===== config.mk =====
export PLATFORM = sky130hd
export DESIGN_NAME = cassette_rec_flat
export DESIGN_NICKNAME = d
export VERILOG_FILES = /design/src/rtl/cassette_pkg.sv /design/src/rtl/cassette_rec_if.sv /design/src/rtl/tape_period_meter.sv /design/src/rtl/cassette_rec.sv /design/src/flat_wrapper.sv
export SDC_FILE = /design/constraint.sdc
export NUM_CORES = 1
export LEC_CHECK = 0
export BUFFER_PORTS_ARGS = -buffer_cell sky130_fd_sc_hd__clkbuf_2
export CORE_MARGIN = 2
export CORE_UTILIZATION = 51
export DETAILED_ROUTE_END_ITERATION = 10
export GPL_TIMING_DRIVEN = 0
export PLACE_DENSITY = 0.77
export SLEW_MARGIN = 20
export SYNTH_ARGS = -nofsm -noshare
export SYNTH_HDL_FRONTEND = slang
export SYNTH_SLANG_ARGS = --single-unit

===== constraint.sdc =====
create_clock -name clk -period 2.1 [get_ports clk]
set_input_delay 0.105 -clock clk [delete_from_list [all_inputs] [get_ports clk]]
set_output_delay 0.105 -clock clk [all_outputs]
set_load 0.02 [all_outputs]

===== src/rtl/cassette_pkg.sv =====
// Shared cassette definitions: recorder/playback state encoding and default timing.
// Timing constants are in 4 MHz clock cycles.
package cassette_pkg;

  typedef enum logic [1:0] {
    ST_IDLE  = 2'd0,
    ST_ARMED = 2'd1,
    ST_HUNT  = 2'd2,
    ST_BYTE  = 2'd3
  } tape_state_e;

  localparam int unsigned DEF_THRESH  = 2500;
  localparam int unsigned DEF_MIN_PER = 600;
  localparam int unsigned DEF_TIMEOUT = 8000;

  localparam int unsigned PER_W  = 13;
  localparam int unsigned ADDR_W = 25;

  localparam logic [7:0] SYNC_BYTE = 8'h3C;

endpackage


===== src/rtl/cassette_rec_if.sv =====
// Byte-write request port between the cassette recorder and the SDRAM writer.
interface cassette_rec_if;
  import cassette_pkg::*;

  logic [ADDR_W-1:0] sdram_addr;
  logic [7:0]        sdram_data;
  logic              sdram_wr;
  logic              sdram_ack;

  modport master (
    output sdram_addr,
    output sdram_data,
    output sdram_wr,
    input  sdram_ack
  );

  modport slave (
    input  sdram_addr,
    input  sdram_data,
    input  sdram_wr,
    output sdram_ack
  );

endinterface


===== src/rtl/tape_period_meter.sv =====
// Synchronizes the cassette line, measures rise-to-rise periods and classifies
// each accepted period as a 1 (short) or 0 (long) bit; flags line silence.
module tape_period_meter
  import cassette_pkg::*;
#(
  parameter int unsigned THRESH  = DEF_THRESH,
  parameter int unsigned MIN_PER = DEF_MIN_PER,
  parameter int unsigned TIMEOUT = DEF_TIMEOUT
) (
  input  logic clk,
  input  logic reset,
  input  logic cout_i,
  output logic edge_o,
  output logic bit_valid_o,
  output logic bit_value_o,
  output logic silence_o
);

  localparam logic [PER_W-1:0] MIN_V = PER_W'(MIN_PER);
  localparam logic [PER_W-1:0] THR_V = PER_W'(THRESH);
  localparam logic [PER_W-1:0] TO_V  = PER_W'(TIMEOUT);

  logic             sync1_q, sync2_q, prev_q;
  logic [PER_W-1:0] per_q;
  logic             edge_q, bit_valid_q, bit_value_q, silence_q;
  logic             rise, accept;

  assign rise   = sync2_q & ~prev_q;
  // Edges arriving too soon after the last accepted one are glitches and
  // leave the running period untouched.
  assign accept = rise && (per_q >= MIN_V);

  always_ff @(posedge clk) begin
    if (reset) begin
      sync1_q     <= 1'b0;
      sync2_q     <= 1'b0;
      prev_q      <= 1'b0;
      per_q       <= '0;
      edge_q      <= 1'b0;
      bit_valid_q <= 1'b0;
      bit_value_q <= 1'b0;
      silence_q   <= 1'b0;
    end else begin
      sync1_q     <= cout_i;
      sync2_q     <= sync1_q;
      prev_q      <= sync2_q;
      edge_q      <= accept;
      bit_valid_q <= accept && (per_q < TO_V);
      bit_value_q <= per_q < THR_V;
      silence_q   <= !accept && (per_q == TO_V - PER_W'(1));
      if (accept) begin
        per_q <= '0;
      end else if (per_q != TO_V) begin
        per_q <= per_q + PER_W'(1);
      end
    end
  end

  assign edge_o      = edge_q;
  assign bit_valid_o = bit_valid_q;
  assign bit_value_o = bit_value_q;
  assign silence_o   = silence_q;

endmodule


===== src/rtl/cassette_rec.sv =====
// MC-10 cassette recorder: decodes the tape bit stream, locks on the 0x3C sync
// byte and streams the following bytes into SDRAM through a held write request.
module cassette_rec
  import cassette_pkg::*;
#(
  parameter int unsigned       THRESH   = DEF_THRESH,
  parameter int unsigned       MIN_PER  = DEF_MIN_PER,
  parameter int unsigned       TIMEOUT  = DEF_TIMEOUT,
  parameter logic [ADDR_W-1:0] ADDR_MAX = 25'h1FFFFF
) (
  input  logic              clk,
  input  logic              reset,
  input  logic              record,
  input  logic              rewind,
  input  logic              cout,
  cassette_rec_if.master    bus,
  output logic [ADDR_W-1:0] length,
  output logic [2:0]        status
);

  logic edge_pulse, bit_valid, bit_value, silence;

  tape_period_meter #(
    .THRESH (THRESH),
    .MIN_PER(MIN_PER),
    .TIMEOUT(TIMEOUT)
  ) u_meter (
    .clk        (clk),
    .reset      (reset),
    .cout_i     (cout),
    .edge_o     (edge_pulse),
    .bit_valid_o(bit_valid),
    .bit_value_o(bit_value),
    .silence_o  (silence)
  );

  tape_state_e       state_q;
  logic [7:0]        win_q, win_d, data_q;
  logic [2:0]        cnt_q;
  logic [ADDR_W-1:0] addr_q, len_q;
  logic              wr_q, full_q, ovr_q;
  logic              commit, last_commit, byte_rdy;

  assign win_d       = {bit_value, win_q[7:1]};
  assign commit      = wr_q && bus.sdram_ack;
  assign last_commit = commit && (addr_q == ADDR_MAX);
  assign byte_rdy    = bit_valid &&
                       (((state_q == ST_HUNT) && (win_d == SYNC_BYTE)) ||
                        ((state_q == ST_BYTE) && (cnt_q == 3'd7)));

  always_ff @(posedge clk) begin
    if (reset) begin
      state_q <= ST_IDLE;
      win_q   <= '0;
      cnt_q   <= '0;
      data_q  <= '0;
      addr_q  <= '0;
      len_q   <= '0;
      wr_q    <= 1'b0;
      full_q  <= 1'b0;
      ovr_q   <= 1'b0;
    end else if (rewind) begin
      // Rewind aborts any pending write; a coinciding ack is ignored.
      state_q <= ST_IDLE;
      addr_q  <= '0;
      len_q   <= '0;
      wr_q    <= 1'b0;
      full_q  <= 1'b0;
      ovr_q   <= 1'b0;
    end else begin
      if (commit) begin
        wr_q  <= 1'b0;
        len_q <= len_q + ADDR_W'(1);
        if (addr_q == ADDR_MAX) begin
          full_q <= 1'b1;
        end else begin
          addr_q <= addr_q + ADDR_W'(1);
        end
      end
      if (byte_rdy) begin
        if (wr_q) begin
          ovr_q <= 1'b1;
        end else begin
          data_q <= win_d;
          wr_q   <= 1'b1;
        end
      end

      unique case (state_q)
        ST_IDLE: begin
          if (record && !full_q) state_q <= ST_ARMED;
        end
        ST_ARMED: begin
          if (edge_pulse) begin
            state_q <= ST_HUNT;
            win_q   <= '0;
            cnt_q   <= '0;
          end
        end
        ST_HUNT: begin
          if (silence) begin
            state_q <= ST_ARMED;
          end else if (bit_valid) begin
            win_q <= win_d;
            if (win_d == SYNC_BYTE) begin
              state_q <= ST_BYTE;
              cnt_q   <= '0;
            end
          end
        end
        ST_BYTE: begin
          if (silence) begin
            state_q <= ST_ARMED;
            cnt_q   <= '0;
          end else if (bit_valid) begin
            win_q <= win_d;
            cnt_q <= cnt_q + 3'd1;
          end
        end
        default: state_q <= ST_IDLE;
      endcase

      if (!record || last_commit) state_q <= ST_IDLE;
    end
  end

  assign bus.sdram_addr = addr_q;
  assign bus.sdram_data = data_q;
  assign bus.sdram_wr   = wr_q;
  assign length         = len_q;
  assign status         = {ovr_q, full_q, state_q != ST_IDLE};

endmodule


===== src/flat_wrapper.sv =====
// flat-port wrapper written by rule: the top's interface ports become plain ports
module cassette_rec_flat import cassette_pkg::*;
#(
  parameter int unsigned       THRESH   = DEF_THRESH,
  parameter int unsigned       MIN_PER  = DEF_MIN_PER,
  parameter int unsigned       TIMEOUT  = DEF_TIMEOUT,
  parameter logic [ADDR_W-1:0] ADDR_MAX = 25'h1FFFFF
)
  (clk, reset, record, rewind, cout, length, status, bus_sdram_addr, bus_sdram_data, bus_sdram_wr, bus_sdram_ack);
  cassette_rec_if bus_i ();
  input  logic clk;
  input  logic reset;
  input  logic record;
  input  logic rewind;
  input  logic cout;
  output logic [ADDR_W-1:0] length;
  output logic [2:0] status;
  output wire logic [$bits(bus_i.sdram_addr)-1:0] bus_sdram_addr;
  output wire logic [$bits(bus_i.sdram_data)-1:0] bus_sdram_data;
  output wire logic [$bits(bus_i.sdram_wr)-1:0] bus_sdram_wr;
  input wire logic [$bits(bus_i.sdram_ack)-1:0] bus_sdram_ack;
  assign bus_sdram_addr = bus_i.sdram_addr;
  assign bus_sdram_data = bus_i.sdram_data;
  assign bus_sdram_wr = bus_i.sdram_wr;
  assign bus_i.sdram_ack = bus_sdram_ack;
  cassette_rec #(.THRESH(THRESH), .MIN_PER(MIN_PER), .TIMEOUT(TIMEOUT), .ADDR_MAX(ADDR_MAX)) u_core (.clk(clk), .reset(reset), .record(record), .rewind(rewind), .cout(cout), .bus(bus_i), .length(length), .status(status));
endmodule

==> results of run 1 <==
## layout make-up
cell class / instances / area, um2 / area share [%]
timing repair buffer: 78 / 439 / 8.53
buffer: 17 / 82.6 / 1.60
tap: 105 / 131 / 2.55
multi-input combinational: 362 / 2380 / 46.1
clock buffer: 10 / 138 / 2.67
clock inverter: 5 / 83.8 / 1.63
sequential: 93 / 1870 / 36.2
inverter: 9 / 33.8 / 0.656
## worst paths after layout
check / slack [ns] / from / endpoint / cells past startpoint
max reg2reg: -0.25 / u_core.win_q[7] / u_core.cnt_q[0] / 5
min reg2reg: 0.45 / u_core.u_meter.sync1_q / u_core.u_meter.sync2_q / 1
max: -0.25 / u_core.win_q[7] / u_core.cnt_q[0] / 5
min: 0.08 / record / u_core.state_q[1] / 3
## registers in the layout (all words and copies together), names as in the netlist, 2 cells and up
signal / cells
u_core.length: 25
u_core.bus.sdram_data: 8
u_core.cnt_q: 3
u_core.bus.sdram_addr: 25
u_core.win_q: 7
u_core.state_q: 2
u_core.u_meter.per_q: 13
## worst reg2reg max path: stages, from the launching register on
cell and delay, ns:
dfxtp_2 0.33, or4b_4 0.53, o32a_1 0.33, or4_4 0.42, or4b_4 0.53, a21oi_2 0.14
## what timing repair did
item | 4_1_cts | 5_1_grt
hold endpoints to repair | 1 | 0
buffers inserted | 6 | 5
gates resized for setup | 18 | 13
setup endpoints to repair | 35 | 39
cloned | 0 | 1
hold buffers | 1 | 0
pin swaps | 4 | 8
## power by group through the flow
| stage | logic [mW] | clock network (mW) | registers (mW) |
|---|---|---|---|
| CTS | 0.155 | 1.34 | 1.83 |
| floorplan | 0.106 | 0 | 1.86 |
| detailed placement | 0.149 | 0 | 1.87 |
| global route | 0.172 | 1.42 | 1.84 |
| finish | 0.153 | 1.31 | 1.83 |
| global placement | 0.136 | 0 | 1.87 |
## metal layers
metal,global-route usage [%],vias to the layer above,wire [um],share of wire (%)
li1,-,1864,-,-
met1,26.1,1777,4300,45
met2,36.2,72,4750,49
met3,3.95,20,355,3.7
met4,9.54,0,215,2.2
met5,0,-,0,0
## cell families after synthesis
kind of cell / Yosys count / synth area share, %
muxes: 12 / 2.86
DFF: 93 / 43.9
buffers and inverters: 30 / 2.86
AOI/OAI and AO/OA: 56 / 8.85
and+or+nand+nor: 233 / 28.2
xor gates and xnor gates: 49 / 10.1
adders and majority gates: 11 / 3.25
## cell usage in the layout, fill, tap and decap left out, types with 12 or more instances in the layout
cell type / instances
nor2_1: 79
a21oi_1: 16
nand4_1: 18
dfxtp_1: 89
xor2_1: 38
clkbuf_1: 12
nand3_1: 29
clkbuf_2: 67
nand2_1: 28
## per-stage QoR
stage          TNS (ns)  cells
2_1_floorplan    -0.226    484
3_3_place_gp      -2.97    655
3_5_place_dp      -4.38    655
4_1_cts          -0.420    676
5_1_grt          -0.632    679
6_report         -0.412    679
==> reports/results.txt, run 1 <==
hold_ws - 0.0802 ns
Crit. End Element - flip-flop
mean post-synth cell area - 8.76 um2
fraction of layout cells with a size suffix above 1 - 21.3%
Highest Clock Rate - 0.426 GHz
failing checks - setup timing
combinational power share - 4.6%
number of global-route vias before repair - 3426
RSZ-0062 raised after global routing - yes
number of synthesized register bits - 93
largest net degree at the start of global routing - 16
routability cong. - 0.871
Synth Flop Type - dfxtp_1
FILL cells - 680
CP Class - reg -> reg
clock sinks - 93
Crit path arrival time - 2.64 ns
# port buffers - 66
Reg clk slew, reported paths - 0.09 ns
async set or reset register ratio after synthesis - 0%
Placement Rows - 33
CP top delay family - simple AND/OR/NAND/NOR gates
Layout area overhead - 21.5%
Final min period - 2.35 ns
clock skew - 0.0140 ns
sequential share of power - 55.5%
Hold Violations, Final - 0
switching share of power - 22.6%
Slew HR - 59.3%
MaxCap Viol Count - 0
slowest cell delay on critical path - 0.53 ns
post-route ant nets - 0
Internal - 2.55 mW
TritonCTS clock tree - yes
Worst Setup Start Kind - flip-flop
crit path cell chain - or4b_4 > o32a_1 > or4_4 > or4b_4 > a21oi_2
Syn Inst Count - 484
number of synthesized flops with an enable pin - 0
first-pass GRT wire length - 15.3 mm
Root Buffer - clkbuf_8
Least-Margin Pin Slew - 0.607 ns
vias - 3733
final core utilization - 63.3%
final worst path period share - 112%
die width - 95.2 um
ANT cells - 0
number of remaining DRC errors - 0
Setup Viol. Count Final - 3
synth unique cells - 47
area leader, netlist - dfxtp_1
vias per inst - 5.50
Leak - 2.02 nW
initial antenna violation count - 0
total power - 3.30 mW
DR pass1 iterations - 4
Pwr per Cell Area - 640 mW/mm2
pre-CTS WS - -0.364 ns
number of CTS-inserted buffers - 9
CP required - 2.39 ns
Worst Path Buf+Inv - 0
HPWL after DPL - 6.76 mm
Slew Limit Fails - 0
Cell Area, Placed - 0.00472 mm2
Post-Synthesis Cell Area - 0.00424 mm2
Hold WC Path Type - in -> reg
outcome - complete, but fails checks
most frequent cell after synthesis - dfxtp_1
Setup WS post-layout - -0.248 ns
top cells by count, synth - 93 x dfxtp_1, 79 x nor2_1, 38 x xor2_1
Synth area leaders - dfxtp_1 44%, xor2_1 7.8%, nor2_1 7.0%
GRT Residual Overflow - 0
Starting Density - 52.1%
Total Routing Usage GR - 21.2%
clock power share - 39.9%
most frequent CP cell - or4b_4
Max VDD drop - 426 uV
synth warn - 0
die area - 0.00906 mm2
Die Y - 95.2 um
fin nets - 587
drt wl/cell - 14.2 um
clk_lat worst skew - 0.36 ns
slowest CP cell - or4b_4
switching pwr - 0.744 mW
Synth top area share - 43.9%
Post-Route WL - 9.62 mm
Mapped Nets - 501
sequential area share after synthesis - 43.9%
Boundary Pins - 68
First DRT Iteration DRCs - 141
core area - 0.00813 mm2
post-route cell area - 0.00515 mm2
Max clock buf depth - 2
Crit Path Max Fanout - 2
H-tree depth - 3
No activity file was read; power rests on OpenSTA's default activity.
==> run 2: changes to the inputs <==
Settings changed: SETUP_SLACK_MARGIN from default to 0.2.
==> reports/results.txt, run 2 (same netlist as run 1, synthesis figures left out) <==
Reg clk slew, reported paths - 0.10 ns
worst reg-to-reg setup slack - -0.33 ns
clock skew - 0.0156 ns
# port buffers - 66
routability cong. - 0.820
MaxCap Viol Count - 0
Final Non-Filler Cells - 691
vias per inst - 5.51
placed instance count - 655
Hold EP - u_core.state_q[1]
initial antenna violation count - 0
HPWL after DPL - 6.61 mm
CP Class - reg -> reg
Placement Rows - 33
hold depth - 3
First DRT Iteration DRCs - 162
reg2reg end - u_core.cnt_q[0]
commonest non-fill, non-tap cell in the layout - nor2_1
Crit Path Max Fanout - 4
Least-Margin Pin Slew - 0.534 ns
Max VDD drop - 429 uV
Hold Path Origin - record
Die Y - 95.2 um
RR Startpoint - u_core.win_q[7]
first-pass GRT wire length - 15.5 mm
Crit. End Element - flip-flop
TritonCTS clock tree - yes
die area - 0.00906 mm2
Hold WC Path Type - in -> reg
CP required - 2.40 ns
Layout area overhead - 26.6%
die width - 95.2 um
outcome - complete, but fails checks
FILL cells - 644
Max clock buf depth - 2
Boundary Pins - 68
number of remaining DRC errors - 0
final worst path period share - 116%
ANT cells - 0
number of global-route vias before repair - 3463
most frequent cells in the layout - 78 x nor2_1, 73 x dfxtp_1, 70 x clkbuf_2
GRT Residual Overflow - 0
Starting Density - 52.1%
drt wl/cell - 14.2 um
Slew Limit Fails - 0
Crit path arrival time - 2.73 ns
Pwr per Cell Area - 595 mW/mm2
Worst Setup Start Kind - flip-flop
RSZ-0062 raised after global routing - yes
Final min period - 2.43 ns
Setup Viol. Count Final - 3
Slew HR - 64.4%
total power - 3.19 mW
fin nets - 598
vias - 3810
Setup WS post-layout - -0.332 ns
DR pass1 iterations - 5
H-tree depth - 3
core area - 0.00813 mm2
failing checks - setup timing
clock sinks - 93
largest net degree at the start of global routing - 17
Hold Violations, Final - 0
fraction of layout cells with a size suffix above 1 - 27.1%
Highest Clock Rate - 0.411 GHz
post-route ant nets - 0
Post-Route WL - 9.81 mm
Total Routing Usage GR - 21.3%
setup TNS - -0.665 ns
Root Buffer - clkbuf_8
reg2reg path depth - 6
number of CTS-inserted buffers - 9
Leak - 2.12 nW
clk_lat worst skew - 0.36 ns
==> run 2: what timing repair did <==
action | in CTS | in global routing
endpoints found under the hold margin | 1 | 0
cloned | 0 | 2
pin swaps | 5 | 15
setup endpoints to repair | 58 | 60
hold buffers | 1 | 0
setup buffers | 7 | 10
resized for setup | 21 | 47
==> run 2: worst max path at each step <==
stage	slack (ns)	to	cells past startpoint	startpoint
5_1_grt	-0.37	u_core.cnt_q[0]	6	u_core.win_q[7]
6_report	-0.33	u_core.cnt_q[0]	6	u_core.win_q[7]
2_1_floorplan	-0.23	u_core.cnt_q[0]	6	u_core.win_q[1]
4_1_cts	-0.33	u_core.cnt_q[0]	6	u_core.win_q[1]
3_5_place_dp	-0.34	u_core.cnt_q[0]	8	u_core.state_q[1]
3_3_place_gp	-0.31	u_core.cnt_q[0]	8	u_core.state_q[1]
==> run 2: critical path, stage by stage, from the launching register on <==
cell and delay, ns:
dfxtp_2 0.35, or4b_4 0.52, o32a_1 0.30, or4_4 0.42, buf_6 0.13, or4b_4 0.51, a21oi_2 0.13
==> run 2: through the flow <==
step           hold WS [ns]  area [um2]  utilization, %  setup slack, ns
2_1_floorplan         0.233        4320               -           -0.226
3_3_place_gp          0.325        4780            58.8           -0.308
3_5_place_dp          0.357        4780            58.8           -0.344
4_1_cts              0.0450        5130            63.1           -0.327
5_1_grt              0.0720        5370            66.0           -0.369
6_report             0.0428        5370            66.0           -0.332
==> run 2: area by class of cell <==
class	count	area [um2]	share of cell area [%]
plain buffers	21	124	2.31
clock buffers	10	128	2.38
clock inverters	6	72.6	1.35
inverters	9	36.3	0.676
multi-input cells	362	2470	46.0
flip-flops and latches	93	1890	35.3
well taps	105	131	2.45
repair buffers	85	512	9.53
==> run 2: report_power, final <==
group	switching, mW	internal (mW)	total, mW
Combinational	0.0864	0.0625	0.149
Sequential	0.0387	1.79	1.83
Clock	0.655	0.562	1.22
==> run 2: routing by layer <==
metal  global-route usage, %  vias up  share of wire [%]
met2                    35.9       79                 48
met5                       0        -                  0
li1                        -     1903                  -
met4                    7.49        0                1.5
met3                    4.43       13                3.9
met1                    27.0     1815                 47
